<file path="src/rtl/mem_access_stage.sv">
// mem_access_stage
// ----------------
// Memory stage of the ARM pipeline. Takes the EXE/MEM register contents,
// performs loads and stores over a request/acknowledge data-memory port,
// stalls the upstream stages while an access is outstanding, and registers
// the result into the MEM/WB boundary.
//
// Optional feature: define MEM_TIMEOUT_EN to abandon an access after
// TIMEOUT_CYCLES cycles without an acknowledge and raise a sticky mem_err.
//
// Ports:
//   clk            in   clock, rising edge
//   rst            in   asynchronous reset, active-low
//   wb_en_in       in   writeback enable from EXE
//   mem_r_en_in    in   load request
//   mem_w_en_in    in   store request (wins over a simultaneous load)
//   alu_result     in   effective byte address or ALU value [31:0]
//   val_rm         in   store data [31:0]
//   dest_in        in   destination register [3:0]
//   mem_req        out  memory request, held until mem_ack
//   mem_we         out  1 = write, valid with mem_req
//   mem_addr       out  word address [ADDR_W-1:0]
//   mem_wdata      out  store data [31:0]
//   mem_ack        in   one-cycle completion pulse
//   mem_rdata      in   read data, valid with mem_ack [31:0]
//   freeze         out  stall PC, IF/ID, ID/EXE and EXE/MEM
//   fwd_val        out  MEM-stage forwarding value for the execute stage
//   wb_en          out  registered writeback enable
//   mem_r_en       out  registered, selects memory data in WB
//   alu_result_out out  registered ALU result
//   mem_data       out  registered load data
//   dest           out  registered destination register
//   mem_err        out  sticky timeout flag (0 without MEM_TIMEOUT_EN)

module mem_access_stage #(
  parameter int ADDR_BASE      = 1024,
  parameter int ADDR_W         = 16,
  parameter int TIMEOUT_CYCLES = 255
) (
  input  logic              clk,
  input  logic              rst,
  input  logic              wb_en_in,
  input  logic              mem_r_en_in,
  input  logic              mem_w_en_in,
  input  logic [31:0]       alu_result,
  input  logic [31:0]       val_rm,
  input  logic [3:0]        dest_in,
  output logic              mem_req,
  output logic              mem_we,
  output logic [ADDR_W-1:0] mem_addr,
  output logic [31:0]       mem_wdata,
  input  logic              mem_ack,
  input  logic [31:0]       mem_rdata,
  output logic              freeze,
  output logic [31:0]       fwd_val,
  output logic              wb_en,
  output logic              mem_r_en,
  output logic [31:0]       alu_result_out,
  output logic [31:0]       mem_data,
  output logic [3:0]        dest,
  output logic              mem_err
);

  typedef enum logic [1:0] {
    IDLE   = 2'd0,
    ACCESS = 2'd1,
    DONE   = 2'd2
  } state_t;

  state_t      state;
  state_t      next_state;
  logic        req_in;
  logic        is_load;
  logic        start;
  logic        complete;
  logic [31:0] offset;
  logic [31:0] rd_buf;
  logic        addr_unused;

  // A store wins when both enables are set, so only a pure load returns data.
  assign req_in  = mem_r_en_in | mem_w_en_in;
  assign is_load = mem_r_en_in & ~mem_w_en_in;

  // Byte addresses below ADDR_BASE wrap around silently; only the word
  // index bits reach the memory port.
  assign offset      = alu_result - 32'(ADDR_BASE);
  assign addr_unused = ^{offset[1:0], offset[31:ADDR_W+2]};

  assign mem_req = (state == ACCESS);
  // DONE is the one cycle where the instruction is allowed to move on.
  assign freeze  = req_in & (state != DONE);
  assign fwd_val = alu_result;

`ifdef MEM_TIMEOUT_EN
  localparam int CNT_W = ($clog2(TIMEOUT_CYCLES + 1) > 8) ? $clog2(TIMEOUT_CYCLES + 1) : 8;

  logic [CNT_W-1:0] wait_cnt;
  logic             timed_out;
  logic             err_q;

  // Counts ACCESS cycles that passed without an acknowledge.
  always_ff @(posedge clk or negedge rst) begin
    if (!rst) begin
      wait_cnt <= '0;
      err_q    <= 1'b0;
    end else begin
      if (start) begin
        wait_cnt <= '0;
      end else if (state == ACCESS && !mem_ack) begin
        wait_cnt <= wait_cnt + 1'b1;
      end
      if (timed_out) begin
        err_q <= 1'b1;
      end
    end
  end

  assign mem_err = err_q;
`else
  logic timeout_unused;

  assign timeout_unused = |TIMEOUT_CYCLES;
  assign mem_err        = 1'b0;
`endif

  // FSM state register.
  always_ff @(posedge clk or negedge rst) begin
    if (!rst) begin
      state <= IDLE;
    end else begin
      state <= next_state;
    end
  end

  // Next-state logic plus the start/complete strobes for the datapath.
  always_comb begin
    next_state = state;
    start      = 1'b0;
    complete   = 1'b0;
`ifdef MEM_TIMEOUT_EN
    timed_out  = 1'b0;
`endif
    case (state)
      IDLE: begin
        if (req_in) begin
          next_state = ACCESS;
          start      = 1'b1;
        end
      end
      ACCESS: begin
        if (mem_ack) begin
          next_state = DONE;
          complete   = 1'b1;
        end
`ifdef MEM_TIMEOUT_EN
        // The current cycle is the TIMEOUT_CYCLES-th one without an ack.
        else if (wait_cnt == CNT_W'(TIMEOUT_CYCLES - 1)) begin
          next_state = DONE;
          timed_out  = 1'b1;
        end
`endif
      end
      DONE: begin
        next_state = IDLE;
      end
      default: begin
        next_state = IDLE;
      end
    endcase
  end

  // Memory port registers are captured once on entry to ACCESS so they stay
  // stable for the whole access; read data is buffered until DONE.
  always_ff @(posedge clk or negedge rst) begin
    if (!rst) begin
      mem_we    <= 1'b0;
      mem_addr  <= '0;
      mem_wdata <= '0;
      rd_buf    <= '0;
    end else begin
      if (start) begin
        mem_we    <= mem_w_en_in;
        mem_addr  <= offset[ADDR_W+1:2];
        mem_wdata <= val_rm;
      end
      if (complete) begin
        rd_buf <= mem_we ? 32'h0 : mem_rdata;
      end
`ifdef MEM_TIMEOUT_EN
      if (timed_out) begin
        rd_buf <= 32'h0;
      end
`endif
    end
  end

  // MEM/WB register: while frozen a bubble is inserted so the stalled
  // instruction is written back exactly once, on its final cycle.
  always_ff @(posedge clk or negedge rst) begin
    if (!rst) begin
      wb_en          <= 1'b0;
      mem_r_en       <= 1'b0;
      alu_result_out <= '0;
      mem_data       <= '0;
      dest           <= '0;
    end else if (freeze) begin
      wb_en          <= 1'b0;
      mem_r_en       <= 1'b0;
      alu_result_out <= '0;
      mem_data       <= '0;
      dest           <= '0;
    end else begin
      wb_en          <= wb_en_in;
      mem_r_en       <= is_load;
      alu_result_out <= alu_result;
      mem_data       <= is_load ? rd_buf : 32'h0;
      dest           <= dest_in;
    end
  end

endmodule
</file>
<file path="config.mk">
export PLATFORM = sky130hd
export DESIGN_NAME = mem_access_stage
export DESIGN_NICKNAME = d
export VERILOG_FILES = /design/src/rtl/mem_access_stage.sv
export SDC_FILE = /design/constraint.sdc
export NUM_CORES = 1
export LEC_CHECK = 0
export CAP_MARGIN = 20
export CORE_MARGIN = 4
export CORE_UTILIZATION = 38
export DETAILED_ROUTE_END_ITERATION = 10
export PLACE_DENSITY = 0.77
export SETUP_SLACK_MARGIN = 0.05
export SYNTH_ARGS = -nofsm -noshare
export SYNTH_HDL_FRONTEND = slang
export SYNTH_SLANG_ARGS = --single-unit
export TNS_END_PERCENT = 20
</file>
<file path="constraint.sdc">
create_clock -name clk -period 1.49 [get_ports clk]
set_input_delay 0.298 -clock clk [delete_from_list [all_inputs] [get_ports clk]]
set_output_delay 0.298 -clock clk [all_outputs]
set_load 0.1 [all_outputs]
</file>
**Yosys cells after proc, flatten, opt, wreduce, memory -nomap -nowiden**

Cells that the tools add are included.

- Logic and storage cells: 35
- Output and inout bits: 154
- Bits in registers: 153
- Input port bits: 106

- Bitwise logic cells: 4
- Reduce and logical (&&, ||, !) cells: 2
- Equality and inequality tests: 4
- Muxes and demuxes: 14
- $add $sub $neg: 1

Operators with widths:

| kind | count |
|---|---|
| 32-bit 2-to-1 mux | 4 |
| 18-bit by 11-bit subtractor with 18-bit output (second input constant) | 1 |
| 1-bit 2-to-1 mux | 6 |
| 2-bit 2-to-1 mux | 2 |
| 4-bit 2-to-1 mux | 1 |
| 2-bit != test (second input constant) | 2 |
| 2-bit case mux with 2 select lines | 1 |
| 1-bit bitwise AND | 2 |
| 2-bit by 1-bit equality test with 1-bit output (second input constant) | 1 |
| 2-bit logical NOT | 1 |
| 2-bit by 1-bit != test with 1-bit output (second input constant) | 1 |
| 2-bit AND reduction | 1 |
| 1-bit NOT | 1 |
| 1-bit OR | 1 |

**Logic depth before layout (Yosys ltp)**

Gate-level depths: netlist of the first run.

- Word-level depth: 4
- Depth in mapped cells: 5
- Depth with buffers taken out: 5

**Worst setup path after synthesis of the first run**

No wires, ideal clock.

- Path kind: register to register
- Start: register state[0]
- End: register state[0]
- Path slack: -552 ps
- Data required time: 1421 ps
- Arrival: 1973 ps
- Path buffers: 0
- Library setup time: 69 ps
- Period minus slack after synthesis: 2042 ps
- Stages on the path, launching flop included: 4
- Path through: dfrtp_1 -> inv_1 -> nor2_1 -> a21o_1

- Cells in the longest elaborated chain, start to end: 3
- Elaborated cells on any way between the ends: 6
- Classes of those cells: eq/ne: 3; mux: 1; reduce/logical: 2

Ends and longest elaborated chain:

| item | line | text |
|---|---|---|
| start, declared | 70 | `state_t state;` |
| start signal, assigned | 131 | `state <= next_state;` |
| 2-bit by 1-bit equality test with 1-bit output * | n/a |  |
| named net mem_req | 48 | `output logic mem_req,` |
| 2-bit by 1-bit != test with 1-bit output (no line) | n/a |  |
| 2-bit AND reduction (no line) | n/a |  |

Mark *: on every way through the listed nets, which the timed path passes. The rest lies on a longest branch.
A chain may end at the register's enable or synchronous reset.

**Worst setup path after layout of the first run**

- Start: register state[1]
- End: output port freeze

- Cells in the longest elaborated chain, start to end: 2

Ends and longest elaborated chain:

| item | line | text |
|---|---|---|
| 2-bit != test | 91 | `assign freeze = req_in & (state != DONE);` |
| 1-bit bitwise AND | 91 |  |
| end, declared | 54 | `output logic freeze,` |

Every way passes these cells.

==> results of run 1 <==
==> worst reg2reg max path, delay by kind of cell, from the launching register on <==
kind,cells,cell delay [ns]
buf+inv,3,0.48
flops,1,0.42
mux,1,0.34
simple gates,1,0.23
==> cells by family (layout without fill, tap and decap cells) <==
family          count (synthesis)  in the layout  synth area share
flops                         153            153             0.657
simple gates                  149            149             0.148
buf+inv                        61            341            0.0621
compound gates                 48             48            0.0440
mux                            43             43            0.0829
xor+xnor                        2              2           0.00301
fa+ha+maj                       1              1           0.00215
other cells                     1              1          0.000644
==> final cells by class <==
cell class	count	area, um^2
inverter	6	22.5
sequential	153	3830
fill	865	3640
clock buffer	23	488
tap	184	230
clock inverter	9	114
timing repair buffer	303	4610
multi-input combinational	244	1810
==> timing repair <==
action,4_1_cts,5_1_grt
resized for setup,40,22
cloned,2,1
setup endpoints to repair,64,48
pin swaps,3,13
hold buffers,1,0
buffers inserted,7,3
hold endpoints to repair,26,0
==> per-stage QoR <==
stage	cell area, um^2	instances	TNS, ns	hold WS (ns)	utilization
final	11100	922	-2.30	0.305	0.753
after detailed placement	10100	876	-37.97	0.159	0.688
after CTS	11000	918	-2.19	0.280	0.746
after floorplan	5840	458	-0.870	0.00241	-
after global routing	11100	922	-4.39	0.320	0.753
after global placement	10100	876	-34.28	0.155	0.688
==> worst paths after layout <==
| check | slack, ns | cells after the start | endpoint | startpoint |
|---|---|---|---|---|
| worst max register to register | -0.08 | 5 | mem_addr[11]$_DFFE_PN0P_ | state[0]$_DFFE_PN0P_ |
| worst max-delay path | -0.16 | 3 | freeze | state[1]$_DFFE_PN0P_ |
| worst min-delay path | 0.31 | 2 | mem_data[21]$_DFF_PN0_ | rst |
| max in group asynchronous | 0.58 | 3 | state[0]$_DFFE_PN0P_ | rst |
| min in group clk | 0.34 | 3 | alu_result_out[12]$_DFF_PN0_ | alu_result[12] |
| worst min register to register | 0.47 | 2 | rd_buf[15]$_DFFE_PN0P_ | rd_buf[15]$_DFFE_PN0P_ |
==> flip-flops by register name (all words and copies together), names as in the netlist <==
name            count
state               2
mem_data           32
rd_buf             32
dest                4
mem_we              1
mem_addr           16
mem_r_en            1
alu_result_out     32
mem_wdata          32
wb_en               1
==> per-layer routing <==
| metal | up-vias | wire (um) | track usage |
|---|---|---|---|
| li1 | 1995 | - | - |
| met1 | 2179 | 6260 | 0.218 |
| met2 | 181 | 9980 | 0.384 |
| met3 | 32 | 1290 | 0.0752 |
| met4 | 0 | 415 | 0.0747 |
| met5 | - | 0 | 0 |
==> power by group through the flow <==
stage	Sequential (uW)	Combinational, uW	Clock (uW)
global placement	6480	13500	0
global route	6630	15100	4570
finish	6500	14700	4330
CTS	6480	14500	4400
floorplan	12100	2510	0
detailed placement	6580	13700	0
==> layout by cell type (no fill, tap or decap), drive strengths merged, types with 2 or more instances in the layout <==
cell type,instances
inv,7
clkdlybuf4s50,102
bufinv,2
or3,3
buf,197
a31oi,4
o31ai,2
mux2,42
nand2b,34
o21ai,33
xnor2,2
or4,2
clkinvlp,3
nor2b,35
dfrtp,153
nand2,33
and2,32
clkbuf,24
nor2,5
clkinv,3
a21oi,7
==> flow_metrics.env, run 1 <==
export IMPL_cts_htree_levels=4
export IMPL_internal_power_uw=13700
export IMPL_yosysUniqueCellTypes=31
export IMPL_diodes=0
export IMPL_synth_seq_cells=153
export IMPL_wl_um=18000
export IMPL_cts_sink_count=153
export IMPL_ant_nets=0
export IMPL_core_area_um2=14800
export IMPL_antenna_found_initial=0
export IMPL_switchingPower_uw=11800
export IMPL_drive_gt1_frac=0.397
export IMPL_layout_min_cycle_time_ns=1.65
export IMPL_clkPwrFrac=0.170
export IMPL_io_buffers=258
export IMPL_crit_type="flop to output pin"
export IMPL_crit_path_end_kind="output pin"
export IMPL_postSynth_asyncResetShare=1.00
export IMPL_syn_inst=458
export IMPL_cp_arrival_ns=1.36
export IMPL_grt_start_max_net_pins=58
export IMPL_start_util=0.395
export IMPL_synth_common_cells="153 x dfrtp_1, 42 x mux2_2, 34 x nand2b_1, 34 x nor2b_1"
export IMPL_synthFlopType="dfrtp_1"
export IMPL_hpwl_um=13000
export IMPL_path_clk_slew_ns=0.06
export IMPL_critPathLaunchType="flop"
export IMPL_syn_nets=565
export IMPL_clock_skew_ns=0.00707
export IMPL_p_leak_uw=0.00505
export IMPL_cts_root_buf="clkbuf_16"
export IMPL_p_comb_frac=0.575
export IMPL_seqPwrFrac=0.255
export IMPL_ir_drop_mv=1.32
export IMPL_violations="negative setup slack"
export IMPL_min_path_type="input port to asynchronous set/reset pin"
export IMPL_area_growth_pct=90.8
export IMPL_drv_slew=0
export IMPL_crit_buf_inv=2
export IMPL_required_ns=1.19
export IMPL_cp_top_family="flip-flops"
export IMPL_status="finished with violations"
export IMPL_ys_warnings_count=0
export IMPL_drc=0
export IMPL_worst_slack_ns=-0.164
export IMPL_die_x_um=132
export IMPL_grtUsageTotal=0.208
export IMPL_slowest_stage="dfrtp_1"
export IMPL_synth_area_um2=5820
export IMPL_dp_slack_ns=-0.474
export IMPL_cts_made_buffers=17
export IMPL_yosysMostFrequentCell="dfrtp_1"
export IMPL_rows=44
export IMPL_maxCapViolCount=0
export IMPL_grt_pass1_wl_um=27900
export IMPL_ios=260
export IMPL_dr_first_iter_drc_count=164
export IMPL_finalCritPeriodShare=1.11
export IMPL_clk_latency_ns=0.42
export IMPL_vias=4387
export IMPL_critPathMaxFanout=4
export IMPL_final_nets=832
export IMPL_dieArea_um2=17400
export IMPL_finalHoldViolCount=0
export IMPL_path_cells="buf_6 -> a21oi_4 -> buf_12"
export IMPL_synth_edf_count=0
export IMPL_overflow=0
export IMPL_avgSynthCellArea_um2=12.7
export IMPL_grt_setup_unrepaired="yes"
export IMPL_place_congestion=0.785
export IMPL_vias_per_cell=4.76
export IMPL_fmax_ghz=0.605
export IMPL_synth_top_cell_by_area="dfrtp_1"
export IMPL_die_h_um=132
export IMPL_grt_pass1_vias=4927
export IMPL_synthTopCellsByArea="dfrtp_1 66%, mux2_2 8.1%, buf_4 4.3%"
export IMPL_avgRoutedWirePerCell_um=19.5
export IMPL_setup_violations=44
export IMPL_drt_first_pass_iters=4
export IMPL_cts_buffer_depth=2
export IMPL_power_uw=25500
export IMPL_slowest_delay_ns=0.39
export IMPL_synth_top_area_frac=0.657
export IMPL_cts_tree="built"
export IMPL_p_sw_frac=0.462
export IMPL_ys_seq_area_frac=0.657
export IMPL_power_density_nw_per_um2=2290
No activity file was read; power rests on OpenSTA's default activity.
==> run 2: changes to the inputs <==
--- a/config.mk
+++ b/config.mk
@@ -9,6 +9,7 @@
 export CORE_MARGIN = 4
 export CORE_UTILIZATION = 38
 export DETAILED_ROUTE_END_ITERATION = 10
+export HOLD_SLACK_MARGIN = 0.02
 export PLACE_DENSITY = 0.77
 export SETUP_SLACK_MARGIN = 0.05
 export SYNTH_ARGS = -nofsm -noshare
==> results of run 2 <==
No change in the layout: final DEF, timing and power equal those of run 1.
==> run 3: changes to the inputs <==
--- a/config.mk
+++ b/config.mk
@@ -7,10 +7,10 @@
 export LEC_CHECK = 0
 export CAP_MARGIN = 20
 export CORE_MARGIN = 4
-export CORE_UTILIZATION = 38
+export CORE_UTILIZATION = 45
 export DETAILED_ROUTE_END_ITERATION = 10
 export HOLD_SLACK_MARGIN = 0.02
-export PLACE_DENSITY = 0.77
+export PLACE_DENSITY = 0.85
 export SETUP_SLACK_MARGIN = 0.05
 export SYNTH_ARGS = -nofsm -noshare
 export SYNTH_HDL_FRONTEND = slang
==> constraint.sdc (replaced) <==
create_clock -name clk -period 2 [get_ports clk]
set_input_delay 0.4 -clock clk [delete_from_list [all_inputs] [get_ports clk]]
set_output_delay 0.4 -clock clk [all_outputs]
set_load 0.1 [all_outputs]
==> flow_metrics.env, run 3 (synthesis results as in run 1) <==
export IMPL_die_x_um=122
export IMPL_drv_slew=0
export IMPL_cp_top_family="buffers and inverters"
export IMPL_grtUsageTotal=0.213
export IMPL_power_uw=16400
export IMPL_clk_latency_ns=0.42
export IMPL_status="finished, final reports clean"
export IMPL_final_nets=807
export IMPL_rows=41
export IMPL_cts_htree_levels=4
export IMPL_ios=260
export IMPL_min_path_cells=2
export IMPL_cp_arrival_ns=1.41
export IMPL_fmax_ghz=0.554
export IMPL_required_ns=1.60
export IMPL_tightest_slew_ns=0.538
export IMPL_place_congestion=0.842
export IMPL_reg2reg_slack_ns=0.46
export IMPL_clock_skew_ns=0.00444
export IMPL_maxCapViolCount=0
export IMPL_critPathLaunchType="input port"
export IMPL_setup_violations=0
export IMPL_die_h_um=122
export IMPL_finalCritPeriodShare=0.903
export IMPL_drt_first_pass_iters=4
export IMPL_overflow=0
export IMPL_wl_um=15300
export IMPL_critPathMaxFanout=2
export IMPL_cts_sink_count=153
export IMPL_cts_root_buf="clkbuf_16"
export IMPL_core_area_um2=12600
export IMPL_cts_setup_buffers=0
export IMPL_io_buffers=258
export IMPL_p_leak_uw=0.00435
export IMPL_cts_made_buffers=17
export IMPL_grt_pass1_wl_um=23700
export IMPL_dr_first_iter_drc_count=277
export IMPL_crit_type="input port to output pin"
export IMPL_drive_gt1_frac=0.354
export IMPL_crit_path_end_kind="output pin"
export IMPL_reg2regPathDepth=3
export IMPL_rr_endpoint="mem_wdata[13]$_DFFE_PN0P_"
export IMPL_cts_buffer_depth=2
export IMPL_power_density_nw_per_um2=1790
export IMPL_vias=4198
export IMPL_avgRoutedWirePerCell_um=17.4
export IMPL_r2r_start="state[1]$_DFFE_PN0P_"
export IMPL_max_slew_margin=0.642
export IMPL_finalHoldViolCount=0
export IMPL_crit_buf_inv=2
export IMPL_dieArea_um2=14800
export IMPL_area_growth_pct=58.1
export IMPL_ant_nets=0
export IMPL_final_common_cell="dfrtp_1"
export IMPL_hp_start="rd_buf[11]$_DFFE_PN0P_"
export IMPL_finish_utilization=0.729
export IMPL_drc=0
export IMPL_hpwl_um=11200
export IMPL_diodes=0
export IMPL_grt_pass1_vias=4675
export IMPL_vias_per_cell=4.75
export IMPL_ir_drop_mv=1.06
export IMPL_start_util=0.461
export IMPL_layout_min_cycle_time_ns=1.81
export IMPL_whs_endpoint="rd_buf[11]$_DFFE_PN0P_"
export IMPL_min_path_type="flop to flop"
export IMPL_path_cells="clkdlybuf4s50_1 -> nor2_2 -> a21oi_4 -> buf_12"
export IMPL_antenna_found_initial=0
export IMPL_grt_start_max_net_pins=65
export IMPL_path_clk_slew_ns=0.05
export IMPL_grt_setup_unrepaired="no"
export IMPL_mostFrequentLayoutCells="153 x dfrtp_1, 133 x buf_4, 104 x clkdlybuf4s50_1"
export IMPL_slowest_delay_ns=0.44
export IMPL_cts_tree="built"
export IMPL_slowest_stage="clkdlybuf4s50_1"
[run 3: cell count changes in the layout (fill, tap and decap cells not counted), sizes merged]
| cell | delta |
|---|---|
| clkbuf | -3 |
| clkinvlp | -3 |
| buf | -24 |
| dlymetal6s2s | -1 |
| bufinv | +3 |
| dlygate4sd2 | -1 |
| inv | -1 |
| clkdlybuf4s50 | +2 |
| clkinv | +1 |
[run 3: stage by stage]
step / hold WS, ns / worst slack [ns] / cells / setup TNS, ns / cell area [um^2]
floorplan: 0.104 / 0.171 / 458 / 0 / 5830
global placement: 0.348 / 0.0377 / 852 / 0 / 8550
detailed placement: 0.354 / -0.00331 / 852 / -0.00331 / 8550
CTS: 0.475 / 0.0521 / 883 / 0 / 9200
global route: 0.489 / 0.124 / 883 / 0 / 9200
finish: 0.469 / 0.194 / 883 / 0 / 9200
[run 3: layout make-up]
| cell class | instances | area (um^2) |
|---|---|---|
| clock buffers | 21 | 470 |
| inverters | 6 | 22.5 |
| fillers | 830 | 3420 |
| well taps | 172 | 215 |
| flip-flops and latches | 153 | 3830 |
| clock inverters | 9 | 170 |
| repair buffers | 278 | 2840 |
| multi-input cells | 244 | 1660 |
[run 3: worst register-to-register path, delay by kind of cell, from the launching register on]
family / cells / cell delay, ns
flops: 1 / 0.48
mux: 1 / 0.38
simple gates: 1 / 0.33
buf+inv: 1 / 0.23
[run 3: where the power goes]
part / switching (uW) / total (uW) / internal [uW]
combinational: 6340 / 8450 / 2110
clock: 1160 / 3450 / 2290
sequential: 526 / 4520 / 4000
total: 8030 / 16400 / 8400
[run 3: repair_timing]
item	4_1_cts	5_1_grt
endpoints found under the setup margin	0	1
gates resized for setup	0	1
hold buffers	1	0
hold endpoints to repair	39	0
[run 3: per-layer routing]
layer,part of all wire,track usage,vias to the layer above
li1,-,-,1940
met1,0.34,0.215,2046
met2,0.55,0.386,170
met3,0.080,0.0743,42
met4,0.037,0.111,0
met5,0,0,-
[run 3: worst max-delay path by stage]
stage,from,endpoint,slack [ns],cells past startpoint
after CTS,mem_w_en_in,freeze,0.05,4
after floorplan,state[0]$_DFFE_PN0P_,freeze,0.17,4
after global routing,state[0]$_DFFE_PN0P_,freeze,0.12,3
after detailed placement,alu_result[15],mem_addr[15]$_DFFE_PN0P_,-0.003,4
after global placement,mem_w_en_in,mem_wdata[27]$_DFFE_PN0P_,0.04,5
final,mem_w_en_in,freeze,0.19,4
